--- config.mk ---
export PLATFORM = sky130hd
export DESIGN_NAME = alu_seq_flat
export DESIGN_NICKNAME = d
export VERILOG_FILES = /design/src/rtl/alu_pkg.sv /design/src/rtl/alu_seq_if.sv /design/src/rtl/alu_mul_iter.sv /design/src/rtl/alu_seq.sv /design/src/flat_wrapper.sv
export SDC_FILE = /design/constraint.sdc
export NUM_CORES = 1
export LEC_CHECK = 0
export ABC_CLOCK_PERIOD_IN_PS = 9400
export CAP_MARGIN = 20
export CORE_UTILIZATION = 45
export CTS_CLUSTER_SIZE = 14
export DETAILED_ROUTE_END_ITERATION = 10
export PLACE_DENSITY = 0.71
export SLEW_MARGIN = 20
export SYNTH_ARGS = -nofsm -noshare
export SYNTH_HDL_FRONTEND = slang
export SYNTH_SLANG_ARGS = --single-unit
--- constraint.sdc ---
create_clock -name clk -period 9.4 [get_ports clk]
set_input_delay 0.94 -clock clk [delete_from_list [all_inputs] [get_ports clk]]
set_output_delay 0.94 -clock clk [all_outputs]
set_load 0.05 [all_outputs]
--- src/rtl/alu_pkg.sv ---
// Shared definitions for the sequential ALU: opcodes, flag bit positions, FSM states.
package alu_pkg;

  localparam int unsigned ACT_W = 4;
  localparam int unsigned FLG_W = 4;

  localparam logic [ACT_W-1:0] OP_ADD = 4'd0;
  localparam logic [ACT_W-1:0] OP_SUB = 4'd1;
  localparam logic [ACT_W-1:0] OP_AND = 4'd2;
  localparam logic [ACT_W-1:0] OP_OR  = 4'd3;
  localparam logic [ACT_W-1:0] OP_XOR = 4'd4;
  localparam logic [ACT_W-1:0] OP_SHL = 4'd5;
  localparam logic [ACT_W-1:0] OP_SHR = 4'd6;
  localparam logic [ACT_W-1:0] OP_NOT = 4'd7;
  localparam logic [ACT_W-1:0] OP_ADC = 4'd8;
  localparam logic [ACT_W-1:0] OP_SBB = 4'd9;
  localparam logic [ACT_W-1:0] OP_SAR = 4'd10;
  localparam logic [ACT_W-1:0] OP_MUL = 4'd11;

  localparam int unsigned FLG_Z = 0;
  localparam int unsigned FLG_N = 1;
  localparam int unsigned FLG_C = 2;
  localparam int unsigned FLG_V = 3;

  typedef enum logic [1:0] {
    ST_IDLE,
    ST_BUSY,
    ST_DONE
  } state_t;

endpackage

--- src/rtl/alu_seq_if.sv ---
// Operation/result handshake bundle between the register-read stage, the ALU and writeback.
interface alu_seq_if
  import alu_pkg::*;
#(
  parameter int WIDTH = 16
);
  logic             in_valid;
  logic             in_ready;
  logic [WIDTH-1:0] op1;
  logic [WIDTH-1:0] op2;
  logic [ACT_W-1:0] act;
  logic             cin;
  logic             out_valid;
  logic             out_ready;
  logic [WIDTH-1:0] res;
  logic [WIDTH-1:0] res_hi;
  logic [FLG_W-1:0] flags;
  logic             illegal;

  modport master (
    output in_valid, op1, op2, act, cin, out_ready,
    input  in_ready, out_valid, res, res_hi, flags, illegal
  );

  modport slave (
    input  in_valid, op1, op2, act, cin, out_ready,
    output in_ready, out_valid, res, res_hi, flags, illegal
  );
endinterface

--- src/rtl/alu_mul_iter.sv ---
// Iterative unsigned multiplier: one multiplier bit per clock, LSB first.
// done is high during the final iteration; prod then carries the complete product
// so the caller can capture it on the same edge the last partial sum is added.
module alu_mul_iter #(
  parameter int WIDTH = 16
) (
  input  logic                 clk,
  input  logic                 rst_n,
  input  logic                 start,
  input  logic [WIDTH-1:0]     a,
  input  logic [WIDTH-1:0]     b,
  output logic                 done,
  output logic [2*WIDTH-1:0]   prod
);
  localparam int CW = $clog2(WIDTH);

  logic               busy;
  logic [CW-1:0]      cnt;
  logic [2*WIDTH-1:0] acc;
  logic [2*WIDTH-1:0] mcand;
  logic [WIDTH-1:0]   mplier;

  // Next partial sum and last-iteration detect.
  always_comb begin
    prod = acc + (mplier[0] ? mcand : '0);
    done = busy && (cnt == CW'(WIDTH - 1));
  end

  // Load operands on start, then shift-add once per clock.
  always_ff @(posedge clk or negedge rst_n) begin
    if (!rst_n) begin
      busy   <= 1'b0;
      cnt    <= '0;
      acc    <= '0;
      mcand  <= '0;
      mplier <= '0;
    end else if (start) begin
      busy   <= 1'b1;
      cnt    <= '0;
      acc    <= '0;
      mcand  <= {{WIDTH{1'b0}}, a};
      mplier <= b;
    end else if (busy) begin
      acc    <= prod;
      mcand  <= mcand << 1;
      mplier <= mplier >> 1;
      cnt    <= cnt + 1'b1;
      if (done) busy <= 1'b0;
    end
  end
endmodule

--- src/rtl/alu_seq.sv ---
// Registered, handshaked ALU with Z/N/C/V flags and an optional iterative MUL.
module alu_seq
  import alu_pkg::*;
#(
  parameter int WIDTH  = 16,
  parameter bit MUL_EN = 1'b1
) (
  input  logic      clk,
  input  logic      rst_n,
  alu_seq_if.slave  bus
);
  localparam int M = WIDTH - 1;

  state_t             state;
  logic               rdy_en;
  logic               ov_q;
  logic [WIDTH-1:0]   res_q;
  logic [WIDTH-1:0]   hi_q;
  logic [FLG_W-1:0]   fl_q;
  logic               ill_q;

  logic               accept;
  logic               is_mul;
  logic               mul_done;
  logic [2*WIDTH-1:0] prod;
  logic [FLG_W-1:0]   mul_flags;

  logic [WIDTH:0]        sum;
  logic [WIDTH:0]        dif;
  logic [WIDTH:0]        shl_t;
  logic [WIDTH:0]        shr_t;
  logic signed [WIDTH:0] sar_t;
  logic                  big_sh;
  logic [WIDTH-1:0]      sc_res;
  logic                  sc_c;
  logic                  sc_v;
  logic                  sc_ill;
  logic [FLG_W-1:0]      sc_flags;

  assign bus.in_ready  = rdy_en & ((state == ST_IDLE) | ((state == ST_DONE) & bus.out_ready));
  assign bus.out_valid = ov_q;
  assign bus.res       = res_q;
  assign bus.res_hi    = hi_q;
  assign bus.flags     = fl_q;
  assign bus.illegal   = ill_q;

  assign accept = bus.in_valid & bus.in_ready;
  assign is_mul = (bus.act == OP_MUL) && MUL_EN;

  generate
    if (MUL_EN) begin : g_mul
      logic mul_start;
      assign mul_start = accept & is_mul;
      alu_mul_iter #(.WIDTH(WIDTH)) u_mul (
        .clk   (clk),
        .rst_n (rst_n),
        .start (mul_start),
        .a     (bus.op1),
        .b     (bus.op2),
        .done  (mul_done),
        .prod  (prod)
      );
    end else begin : g_nomul
      assign mul_done = 1'b0;
      assign prod     = '0;
    end
  endgenerate

  // MUL flags are taken over the full double-width product.
  always_comb begin
    mul_flags        = '0;
    mul_flags[FLG_Z] = (prod == '0);
    mul_flags[FLG_N] = prod[2*WIDTH-1];
    mul_flags[FLG_C] = (prod[2*WIDTH-1:WIDTH] != '0);
    mul_flags[FLG_V] = (prod[2*WIDTH-1:WIDTH] != '0);
  end

  // Single-cycle datapath. Right shifts run on {op1,0} so the bit shifted
  // out lands in bit 0; left shift on {0,op1} puts it in the top bit.
  always_comb begin
    sum    = {1'b0, bus.op1} + {1'b0, bus.op2} + {{WIDTH{1'b0}}, (bus.act == OP_ADC) & bus.cin};
    dif    = {1'b0, bus.op1} - {1'b0, bus.op2} - {{WIDTH{1'b0}}, (bus.act == OP_SBB) & bus.cin};
    shl_t  = {1'b0, bus.op1} << bus.op2;
    shr_t  = {bus.op1, 1'b0} >> bus.op2;
    sar_t  = $signed({bus.op1, 1'b0}) >>> bus.op2;
    big_sh = (bus.op2 >= WIDTH'(WIDTH));
    sc_res = '0;
    sc_c   = 1'b0;
    sc_v   = 1'b0;
    sc_ill = 1'b0;
    case (bus.act)
      OP_ADD, OP_ADC: begin
        sc_res = sum[M:0];
        sc_c   = sum[WIDTH];
        sc_v   = (bus.op1[M] == bus.op2[M]) && (sum[M] != bus.op1[M]);
      end
      OP_SUB, OP_SBB: begin
        sc_res = dif[M:0];
        sc_c   = dif[WIDTH];
        sc_v   = (bus.op1[M] != bus.op2[M]) && (dif[M] != bus.op1[M]);
      end
      OP_AND: sc_res = bus.op1 & bus.op2;
      OP_OR:  sc_res = bus.op1 | bus.op2;
      OP_XOR: sc_res = bus.op1 ^ bus.op2;
      OP_NOT: sc_res = ~bus.op1;
      OP_SHL: begin
        if (!big_sh) begin
          sc_res = shl_t[M:0];
          sc_c   = shl_t[WIDTH];
        end
      end
      OP_SHR: begin
        if (!big_sh) begin
          sc_res = shr_t[WIDTH:1];
          sc_c   = shr_t[0];
        end
      end
      OP_SAR: begin
        if (big_sh) begin
          sc_res = {WIDTH{bus.op1[M]}};
          sc_c   = bus.op1[M];
        end else begin
          sc_res = sar_t[WIDTH:1];
          sc_c   = sar_t[0];
        end
      end
      OP_MUL:  sc_ill = !MUL_EN;
      default: sc_ill = 1'b1;
    endcase
    sc_flags = '0;
    if (!sc_ill) begin
      sc_flags[FLG_Z] = (sc_res == '0);
      sc_flags[FLG_N] = sc_res[M];
      sc_flags[FLG_C] = sc_c;
      sc_flags[FLG_V] = sc_v;
    end
  end

  // Handshake FSM and result registers.
  always_ff @(posedge clk or negedge rst_n) begin
    if (!rst_n) begin
      state  <= ST_IDLE;
      rdy_en <= 1'b0;
      ov_q   <= 1'b0;
      res_q  <= '0;
      hi_q   <= '0;
      fl_q   <= '0;
      ill_q  <= 1'b0;
    end else begin
      rdy_en <= 1'b1;
      case (state)
        ST_IDLE, ST_DONE: begin
          if (accept) begin
            if (is_mul) begin
              state <= ST_BUSY;
              ov_q  <= 1'b0;
            end else begin
              state <= ST_DONE;
              ov_q  <= 1'b1;
              res_q <= sc_res;
              hi_q  <= '0;
              fl_q  <= sc_flags;
              ill_q <= sc_ill;
            end
          end else if ((state == ST_DONE) && bus.out_ready) begin
            state <= ST_IDLE;
            ov_q  <= 1'b0;
          end
        end
        ST_BUSY: begin
          if (mul_done) begin
            state <= ST_DONE;
            ov_q  <= 1'b1;
            res_q <= prod[WIDTH-1:0];
            hi_q  <= prod[2*WIDTH-1:WIDTH];
            fl_q  <= mul_flags;
            ill_q <= 1'b0;
          end
        end
        default: state <= ST_IDLE;
      endcase
    end
  end
endmodule

--- src/flat_wrapper.sv ---
// flat-port wrapper written by rule: the top's interface ports become plain ports
module alu_seq_flat import alu_pkg::*;
#(
  parameter int WIDTH  = 16,
  parameter bit MUL_EN = 1'b1
)
  (clk, rst_n, bus_in_valid, bus_op1, bus_op2, bus_act, bus_cin, bus_out_ready, bus_in_ready, bus_out_valid, bus_res, bus_res_hi, bus_flags, bus_illegal);
  alu_seq_if #(.WIDTH(WIDTH)) bus_i ();
  input  logic clk;
  input  logic rst_n;
  input wire logic [$bits(bus_i.in_valid)-1:0] bus_in_valid;
  input wire logic [$bits(bus_i.op1)-1:0] bus_op1;
  input wire logic [$bits(bus_i.op2)-1:0] bus_op2;
  input wire logic [$bits(bus_i.act)-1:0] bus_act;
  input wire logic [$bits(bus_i.cin)-1:0] bus_cin;
  input wire logic [$bits(bus_i.out_ready)-1:0] bus_out_ready;
  output wire logic [$bits(bus_i.in_ready)-1:0] bus_in_ready;
  output wire logic [$bits(bus_i.out_valid)-1:0] bus_out_valid;
  output wire logic [$bits(bus_i.res)-1:0] bus_res;
  output wire logic [$bits(bus_i.res_hi)-1:0] bus_res_hi;
  output wire logic [$bits(bus_i.flags)-1:0] bus_flags;
  output wire logic [$bits(bus_i.illegal)-1:0] bus_illegal;
  assign bus_i.in_valid = bus_in_valid;
  assign bus_i.op1 = bus_op1;
  assign bus_i.op2 = bus_op2;
  assign bus_i.act = bus_act;
  assign bus_i.cin = bus_cin;
  assign bus_i.out_ready = bus_out_ready;
  assign bus_in_ready = bus_i.in_ready;
  assign bus_out_valid = bus_i.out_valid;
  assign bus_res = bus_i.res;
  assign bus_res_hi = bus_i.res_hi;
  assign bus_flags = bus_i.flags;
  assign bus_illegal = bus_i.illegal;
  alu_seq #(.WIDTH(WIDTH), .MUL_EN(MUL_EN)) u_core (.clk(clk), .rst_n(rst_n), .bus(bus_i));
endmodule
# Word level (Yosys, flattened, before mapping)
# Cells that the tools add are included.
# word_totals
output_inout_bits	39
regBits	126
elab_cells	122
# op_classes
n_reduce_logical	18
n_addsub	6
mux	49
n_eq_ne	22
n_bitwise	11
n_shift	3
order_cmp	1
# ops
cell	n
two-way mux 16 bit	11
two-way mux 32 bit	5
one-hot mux 16 bit (9 select lines)	1
one-hot mux 16 bit (2 select lines)	2
adder 32 bit	1
zero test 32 bit	1
two-way mux 4 bit	6
equality test 4 bit, second input constant	5
adder 16 x 16 -> 17 bit	1
adder 17 x 1 -> 17 bit	1
<< shifter 16 x 16 -> 17 bit	1
right shift 17 x 16 -> 17 bit	1
>>> shifter 17 x 16 -> 17 bit	1
subtractor 16 x 16 -> 17 bit	1
subtractor 17 x 1 -> 17 bit	1
bitwise AND 16 bit	1
equality test 4 x 3 -> 1 bit, second input constant	4
>= comparator 16 x 5 -> 1 bit, second input constant	1
zero test 16 bit	1
NOT 16 bit	1
bitwise OR 16 bit	1
nonzero test 16 bit	1
bitwise XOR 16 bit	1
two-way mux 1 bit	14
other kinds (26)	46

# Depth between registers and ports, before layout
# Gate-level depths: netlist of run 1.
# logic_depth
depth_word	10
mapped_depth	19

# Modules after synthesis
# From an unflattened synthesis of run 1, not the netlist that was laid out.
# hier_totals
cells_unflattened	1555
area_unflattened_um2	12814.8
# modules_own_cells
module	cells_each	area_per_inst_um2	n_inst
alu_seq	934	7173.1	1
alu_mul_iter	621	5641.7	1

# Least setup slack after synthesis of run 1
# OpenSTA, ideal clock, no wires.
# synth_path
path_kind	input port to flip-flop
start	input port bus_act[2]
end	register u_core.fl_q[0] (netlist: u_core.bus.flags[0])
setup_ns	0.080
path_stages	17
arrival_ns	5.232
n_path_buf	4
slack_ns	4.088
required_ns	9.320
path_cell_list	clkbuf_1 > clkbuf_1 > clkbuf_1 > buf_1 > nor2b_1 > and3_1 > fa_1 > a211oi_1 > o21ai_1 > o311a_1 > or4_1 > a31oi_1 > xnor2_1 > a211o_1 > or3_1 > or4_1 > o211ai_2
# synth_between
elab_chain_len	9
elab_cells_between_ends	27
classes_between	add/sub: 2; eq/ne: 12; mux: 5; bitwise: 2; reduce/logical: 6
# synth_lines
item	line_no	source
start: declaration	flat_wrapper.sv:14	input wire logic [$bits(bus_i.act)-1:0] bus_act;
equality test 4 bit, on equally long branches	alu_seq.sv:82, alu_seq.sv:91, alu_seq.sv:81	
bitwise AND 1 bit, on equally long branches	alu_seq.sv:82, alu_seq.sv:81	
subtractor 17 x 1 -> 17 bit or adder 17 x 1 -> 17 bit (tied branches)	alu_seq.sv:82, alu_seq.sv:81	
one-hot mux 16 bit (9 select lines)	alu_seq.sv:91	case (bus.act)
zero test 16 bit	alu_seq.sv:132	sc_flags[FLG_Z] = (sc_res == '0);
two-way mux 4 bit	alu_seq.sv:131	if (!sc_ill) begin
two-way mux 4 bit	alu_seq.sv:154	if (is_mul) begin
two-way mux 4 bit	alu_seq.sv:153	if (accept) begin
one-hot mux 4 bit (2 select lines)	alu_seq.sv:151	case (state)
end signal: assignment	alu_seq.sv:162	fl_q <= sc_flags;
end signal: assignment	alu_seq.sv:176	fl_q <= mul_flags;
end: declaration	alu_seq.sv:19	logic [FLG_W-1:0] fl_q;
# Several ways; a longest one is shown, not always the timed one. The select of a mux whose other input is x is not followed.
# A chain may end at the register's enable or synchronous reset.

# Final worst setup path of run 1
# layout_path
start	input port bus_op2[3]
end	register u_core.fl_q[1] (netlist: u_core.bus.flags[1])
# layout_between
elab_chain_len	7
elab_cells_between_ends	16
classes_between	add/sub: 4; order compare: 1; shift: 3; mux: 8
# layout_lines
item	line_no	source
start: declaration	flat_wrapper.sv:13	input wire logic [$bits(bus_i.op2)-1:0] bus_op2;
subtractor 16 x 16 -> 17 bit, or another cell as far along	alu_seq.sv:82	dif = {1'b0, bus.op1} - {1'b0, bus.op2} - {{WIDTH{1'b0}}, (bus.act == OP_SBB) & bus.cin};
subtractor 17 x 1 -> 17 bit, or another cell as far along	alu_seq.sv:82	
one-hot mux 16 bit (9 select lines) *	alu_seq.sv:91	
two-way mux 4 bit *	alu_seq.sv:131	
two-way mux 4 bit *	alu_seq.sv:154	
two-way mux 4 bit *	alu_seq.sv:153	
one-hot mux 4 bit (2 select lines) *	alu_seq.sv:151	
# Every way passes the cells marked *; elsewhere a longest branch is shown, timed or not. The select of a mux whose other input is x is not followed.

==> summary.md, run 1 <==
| Metric | Value |
|---|---|
| I/O Buffers | 79 |
| CTS tree | done |
| Layout cells sized above 1 | 6.875% |
| WL/cell | 22.80 um |
| Overflow after GRT | 0 |
| Die area | about 28000 um^2 |
| Clk_skew | 10.65 ps |
| Yosys warns | 0 |
| Setup bufs post-CTS | 0 |
| Clock Pin Slew Worst Setup and Hold Paths | about 60 ps |
| Wl on met1 | 18.47 mm |
| CP Capture Type | flop |
| P_leak | 5.953 nW |
| Num Clock Sinks | between 100 and 150 |
| Fmax achieved | about 180 MHz |
| Number of synthesized flops with an enable pin | 0 |
| Syn-to-layout area delta | 13.48% |
| Vias post-DR | between 10000 and 15000 |
| Remaining DRCs | 0 |
| CTS root buffer | clkbuf_16 |
| Number of nets still failing antenna checks after routing | 0 |
| Drt initial violations | 1199 |
| Slew Viols, Final | 0 |
| Initial antenna violation count | 0 |
| GRT Total Usage | between 30% and 40% |
| Post-synth ARST share | 100.0% |
| Cell Area, Synth | roughly 12000 um^2 |
| Tcrit/Tclk final | around three fifths |
| Yosys top cell by area | dfrtp_1 |
| Die height | between 150 and 200 um |
| VDD IR-drop max | between 0.15 and 0.2 mV |
| Worst r2r src | u_core.g_mul.u_mul.mplier[0]$_DFFE_PN0P_ |
| Total Wirelength | approximately 44 mm |
| Dpl hpwl | around 33 mm |
| Largest net degree at the start of global routing | a little under 80 |
| Rel. slew slack | 24.52% |
| PostCTS Resize Cnt | 0 |
| Site row count | 60 |
| Synth top area share | around a quarter |
| Endpoints failing hold | 0 |
| Final setup viols | 0 |
| Clock Latency Late Sink | between 400 and 500 ps |
| GPL Wtd Cong | around 1.0 |
| Initial core utilization | between 40% and 50% |
| Max_cap viols | 0 |
| Power Density | approximately 300 nW/um^2 |
| Status | finished clean |
| Routed wl met3 | ~3.2 mm |
| Top-Level Pins | 80 |
| Crit-path max FO | 26 |
| CP startpoint | bus_op2[3] |
| Via count of the first global-routing pass | approximately 12000 |
| Post-synth cell types | 87 |
| CTS Buf Count | 17 |
| Core area | between 20000 and 30000 um^2 |
| Mean Syn Cell Area | between 8 and 9 um^2 |
| Clk buf depth | 2 |
| WL met2 | 20.66 mm |
| TNS Setup | 0 ps |
| # diodes | 0 |
| Main synth FF type | dfrtp_1 |
| Crit Path Class | in2reg |
| Yosys reg bits | ~130 |
| RSZ-0062 raised after global routing | false |
| Vias/cell | around 6.3 |
| First-pass GRT wire length | 67.25 mm |
| HP Class | in2async |
| Tmin final | between 5000 and 6000 ps |
| CP startpoint kind | primary input |
| Die W | around 170 um |
| Highest metal used | met4 |
| Post-synthesis sequential area ratio | around 25% |
| Net Count, Synth | 1670 |
| Hold slack | between 400 and 500 ps |
| # H-tree levels | 4 |
| Req. time, crit path | ~9700 ps |
| TritonRoute pass-1 iters | 5 |
| Main area contributors after synthesis | dfrtp_1 25%, ha_1 9.5%, mux2i_1 8.5% |
| Post-layout nets | approximately 1700 |
| Critical path arrival | just under 6000 ps |
| Mapped Cells | 1530 |
| Hold_buf cts | 0 |
| Worst slew pin tran | roughly 1100 ps |
==> critical path, stage by stage <==
cell and delay (ps):
clkdlybuf4s50_1 450, buf_4 280, clkinv_1 490, ha_1 570
ha_1 410, o211ai_1 170, a21oi_1 390, nor2_1 100
o211a_1 260, o21a_1 190, o21ai_0 230, nor4bb_1 530
o21ai_0 340, nor2b_1 250, a211o_1 230
==> stage by stage <==
stage          setup WS, ps  cell area (um^2)  util [%]  total power, W  cells
6_report               3852             14050     52.12        0.004191   1912
5_1_grt                3511             14050     52.12        0.004466   1912
4_1_cts                3996             14040     52.11        0.004172   1912
3_5_place_dp           3568             13400     49.74        0.003427   1881
3_3_place_gp           3652             13400     49.74        0.003383   1881
2_1_floorplan          4088             12380         -        0.002696   1530
==> metal layers <==
metal / vias up / track usage [%]
met2: 500 / 52.28
li1: 5650 / -
met3: 81 / 5.195
met4: 0 / 10.37
met1: 5866 / 39.96
met5: - / 0
==> kinds of logic after synthesis <==
logic type	share of synthesized area, %
DFF	25.47
adders and majority gates	10.31
other	0.03030
muxes	11.04
and+or+nand+nor	21.41
xor gates and xnor gates	3.022
AOI/OAI and AO/OA	23.63
buffers and inverters	5.084
==> report_power, final <==
group          internal (W)  switching (W)  total (W)
combinational      0.000959        0.00159    0.00255
clock              0.000459       0.000269   0.000728
sequential         0.000754       0.000160   0.000914
==> path summary, 6_finish.rpt <==
check	endpoint	slack (ps)	cells after the start
max	u_core.bus.flags[1]$_DFFE_PN0P_	3850	15
min	u_core.g_mul.u_mul.mcand[24]$_DFFE_PN0P_	440	1
max reg2reg	u_core.bus.flags[2]$_DFFE_PN0P_	4620	14
min reg2reg	u_core.bus.res_hi[15]$_DFFE_PN0P_	480	1
max in group asynchronous	u_core.g_mul.u_mul.acc[5]$_DFFE_PN0P_	7600	2
min in group clk	u_core.bus.res_hi[15]$_DFFE_PN0P_	480	1
==> cell type report <==
class / instances / area (um^2)
Clock inverter: 12 / 186.4
Inverter: 69 / 259.0
Tap cell: 341 / 426.7
Timing Repair Buffer: 102 / 954.7
Multi-Input combinational cell: 1243 / 8611
Fill cell: 2557 / 12900
Clock buffer: 19 / 452.9
Sequential cell: 126 / 3157
==> cells in the final DEF (no fill, tap or decap), types with 10 or more instances in the layout <==
master,netlist,final
nand2b_1,12,11
mux2i_1,105,105
or3_1,13,13
clkdlybuf4s50_1,0,76
o22ai_1,12,12
mux2_2,10,10
nand3_1,33,33
and2_1,35,35
a21o_1,25,25
nor4_1,13,13
nand2_1,145,145
a31oi_1,19,19
o21a_1,12,12
o21ai_0,125,125
nor3_1,28,27
inv_1,67,67
o211ai_1,14,14
xnor2_1,26,26
ha_1,94,94
a211oi_1,24,24
and3_1,12,12
nand4_1,16,16
dfrtp_1,126,125
buf_4,0,23
nor2_1,146,146
a211o_1,11,11
or2_2,10,10
clkbuf_16,0,17
nor2b_1,26,26
a21oi_1,94,94
xor2_1,14,14
==> cell usage after synthesis (6+ instances only) <==
master and n:
xor2_1 14, mux4_2 9, o21a_1 12, nand3_1 33, or4_1 9, o22ai_1 12
or3_1 13, o21ai_0 125, a211oi_1 24, o21bai_1 7, inv_1 67, o31ai_1 6
clkbuf_1 69, a2111oi_0 9, or2_2 10, a21o_1 25, buf_1 13, nand2_1 145
nor2_1 146, xnor2_1 26, nor2b_1 26, and2_1 35, a211o_1 11, nor4_1 13
mux2i_1 105, and3_1 12, buf_2 8, nand2b_1 12, dfrtp_1 126, a21oi_1 94
o211ai_1 14, a221oi_1 6, o2111ai_1 7, mux2_2 10, a31oi_1 19, nor3_1 28
ha_1 94, nand4_1 16
==> registers in the layout, summed over array words and instances, names as in the netlist <==
signal                     cells
u_core.bus.flags               4
u_core.rdy_en                  1
u_core.bus.illegal             1
u_core.bus.res_hi             16
u_core.g_mul.u_mul.busy        1
u_core.g_mul.u_mul.mplier     16
u_core.state                   2
u_core.g_mul.u_mul.cnt         4
u_core.bus.res                16
u_core.g_mul.u_mul.acc        32
u_core.g_mul.u_mul.mcand      32
u_core.bus.out_valid           1
Power figures use the tool's default switching activity.
==> run 2, diff against run 1 <==
Settings changed: ABC_CLOCK_PERIOD_IN_PS 9400 to 5270.
Clock period 9.4 ns to 5.27 ns, I/O delays scaled along.
==> run 2 against run 1 <==
  * Clock skew decreased by 0.54 ps
  * Sequential share of layout area shrank 0.36 points
  * Cell area is 1.6% higher
  * Die area stayed put
  * Non-clock buffer count grew 38
  * Sequential power up 79%
  * Critical path depth decreased by 2
==> summary.md, run 2 (same netlist as run 1, synthesis figures left out) <==
| Metric | Value |
|---|---|
| Status | finished clean |
| Most common cell after layout, fill and taps aside | nor2_1 |
| # H-tree levels | 4 |
| CTS Buf Count | 17 |
| Clock Latency Late Sink | about 420 ps |
| Layout cells sized above 1 | under 10% |
| Worst slew pin tran | between 800 and 900 ps |
| GR peak layer | met2 |
| Req. time, crit path | roughly 5600 ps |
| Met3 track demand over resource | under 10% |
| Slew Viols, Final | 0 |
| Tmin final | about 4700 ps |
| GPL Wtd Cong | 0.9693 |
| Vias post-DR | 12370 |
| Clk_skew | 10.12 ps |
| CTS tree | done |
| Post-layout nets | 1737 |
| Site row count | 60 |
| Total Wirelength | between 40 and 50 mm |
| Fill count | around 2600 |
| Clk buf depth | 2 |
| Crit-path max FO | 16 |
| PostCTS Resize Cnt | 0 |
| GRT Total Usage | approximately a third |
| Final setup viols | 0 |
| HP Class | in2async |
| Top-Level Pins | 80 |
| CTS root buffer | clkbuf_16 |
| Hold_buf cts | 0 |
| Max_cap viols | 0 |
| Placed cell areas | about 14000 um^2 |
| Core area | between 20000 and 30000 um^2 |
| Placed cells | roughly 1900 |
| P_leak | 6.099 nW |
| Dpl hpwl | 34.66 mm |
| First-pass GRT wire length | 70.30 mm |
| Die W | about 170 um |
| Fmax achieved | approximately 210 MHz |
| Setup bufs post-CTS | 0 |
| Drt initial violations | approximately 1200 |
| Most frequent cells in the layout | 146 x nor2_1, 145 x nand2_1, 125 x o21ai_0, 125 x dfrtp_1, 105 x mux2i_1 |
| # diodes | 0 |
| Clock Pin Slew Worst Setup and Hold Paths | 60 ps |
| CP Capture Type | flop |
| Hold slack | 103.0 ps |
| Power Density | 527.6 nW/um^2 |
| Tcrit/Tclk final | approximately nine tenths |
| Num Clock Sinks | 126 |
| Critical path arrival | roughly 5100 ps |
| I/O Buffers | a little under 80 |
| CP startpoint kind | flop |
| Number of nets still failing antenna checks after routing | 0 |
| Met2 usage | around 54% |
| TNS Setup | 0 ps |
| Initial core utilization | a little under half |
| Overflow after GRT | 0 |
| Die area | about 28000 um^2 |
| Largest net degree at the start of global routing | about 120 |
| Initial antenna violation count | 0 |
| Rel. slew slack | about two fifths |
| Endpoints failing hold | 0 |
| TritonRoute pass-1 iters | 5 |
| VDD IR-drop max | roughly 0.31 mV |
| Met1 Use GR | a little over two fifths |
| Vias/cell | around 6.3 |
| Largest regs | u_core.g_mul.u_mul.acc x32, u_core.g_mul.u_mul.mcand x32 |
| Remaining DRCs | 0 |
| Layout Cells excl Fill | around 2000 |
| Syn-to-layout area delta | 15.34% |
| Final instance area | approximately 14000 um^2 |
| Via count of the first global-routing pass | about 12000 |
| RSZ-0062 raised after global routing | false |
| Die height | roughly 170 um |
| WL/cell | 23.41 um |
| Crit Path Class | reg2reg |
[run 2: cell types whose count changed in the layout (fill, tap and decap cells not counted), moves of 2 or more]
cell | before | now
buf_4 | 23 | 60
bufinv_16 | 4 | 1
clkbuf_1 | 0 | 2
clkinvlp_4 | 3 | 6
[run 2: area by class of cell]
type | instances | area, um^2 | share of cell area [%]
Inverter | 69 | 259.0 | 1.814
Sequential cell | 126 | 3157 | 22.11
Multi-Input combinational cell | 1243 | 8621 | 60.38
Timing Repair Buffer | 140 | 1252 | 8.772
Clock inverter | 12 | 115.1 | 0.8062
Clock buffer | 20 | 446.7 | 3.129
Tap cell | 341 | 426.7 | 2.988
[run 2: power by group]
part	switching [W]	internal (W)
clock network	0.000473	0.000663
logic	0.00290	0.00186
registers	0.000293	0.00134
[run 2: worst max-delay path, cell delays in order, from the launching register on]
cell	delay, ps
dfrtp_1	570
and2_1	240
ha_1	220
fa_1	440
a21oi_1	210
o21ai_1	230
or2_1	310
a31oi_1	240
xnor2_1	160
or4_1	570
or4_1	430
or4_1	400
or4_1	450
o211ai_2	160
[run 2: path summary, 6_finish.rpt]
| path | from | endpoint | slack (ps) | cells after the start |
|---|---|---|---|---|
| max | u_core.g_mul.u_mul.mplier[0]$_DFFE_PN0P_ | u_core.bus.flags[0]$_DFFE_PN0P_ | 550 | 13 |
| min | rst_n | u_core.g_mul.u_mul.mcand[22]$_DFFE_PN0P_ | 100 | 1 |
| max reg2reg | u_core.g_mul.u_mul.mplier[0]$_DFFE_PN0P_ | u_core.bus.flags[0]$_DFFE_PN0P_ | 550 | 13 |
| min reg2reg | u_core.bus.res_hi[15]$_DFFE_PN0P_ | u_core.bus.res_hi[15]$_DFFE_PN0P_ | 490 | 1 |
| max in group asynchronous | rst_n | u_core.bus.res[2]$_DFFE_PN0P_ | 4010 | 2 |
| min in group clk | u_core.bus.res_hi[15]$_DFFE_PN0P_ | u_core.bus.res_hi[15]$_DFFE_PN0P_ | 490 | 1 |
[run 2: routing by layer]
layer,vias up,routed length [um]
met5,-,0
met4,0,1823
met3,111,3203
met2,574,21150
met1,5945,19500
li1,5741,-
[run 2: through the flow]
stage / utilization (%) / setup WS (ps) / power (W)
2_1_floorplan: - / 370.8 / 0.004809
3_5_place_dp: 50.89 / 455.1 / 0.006304
6_report: 52.98 / 545.6 / 0.007533
4_1_cts: 52.98 / 597.7 / 0.007465
5_1_grt: 52.98 / 421.5 / 0.008029
3_3_place_gp: 50.86 / 563.3 / 0.006221
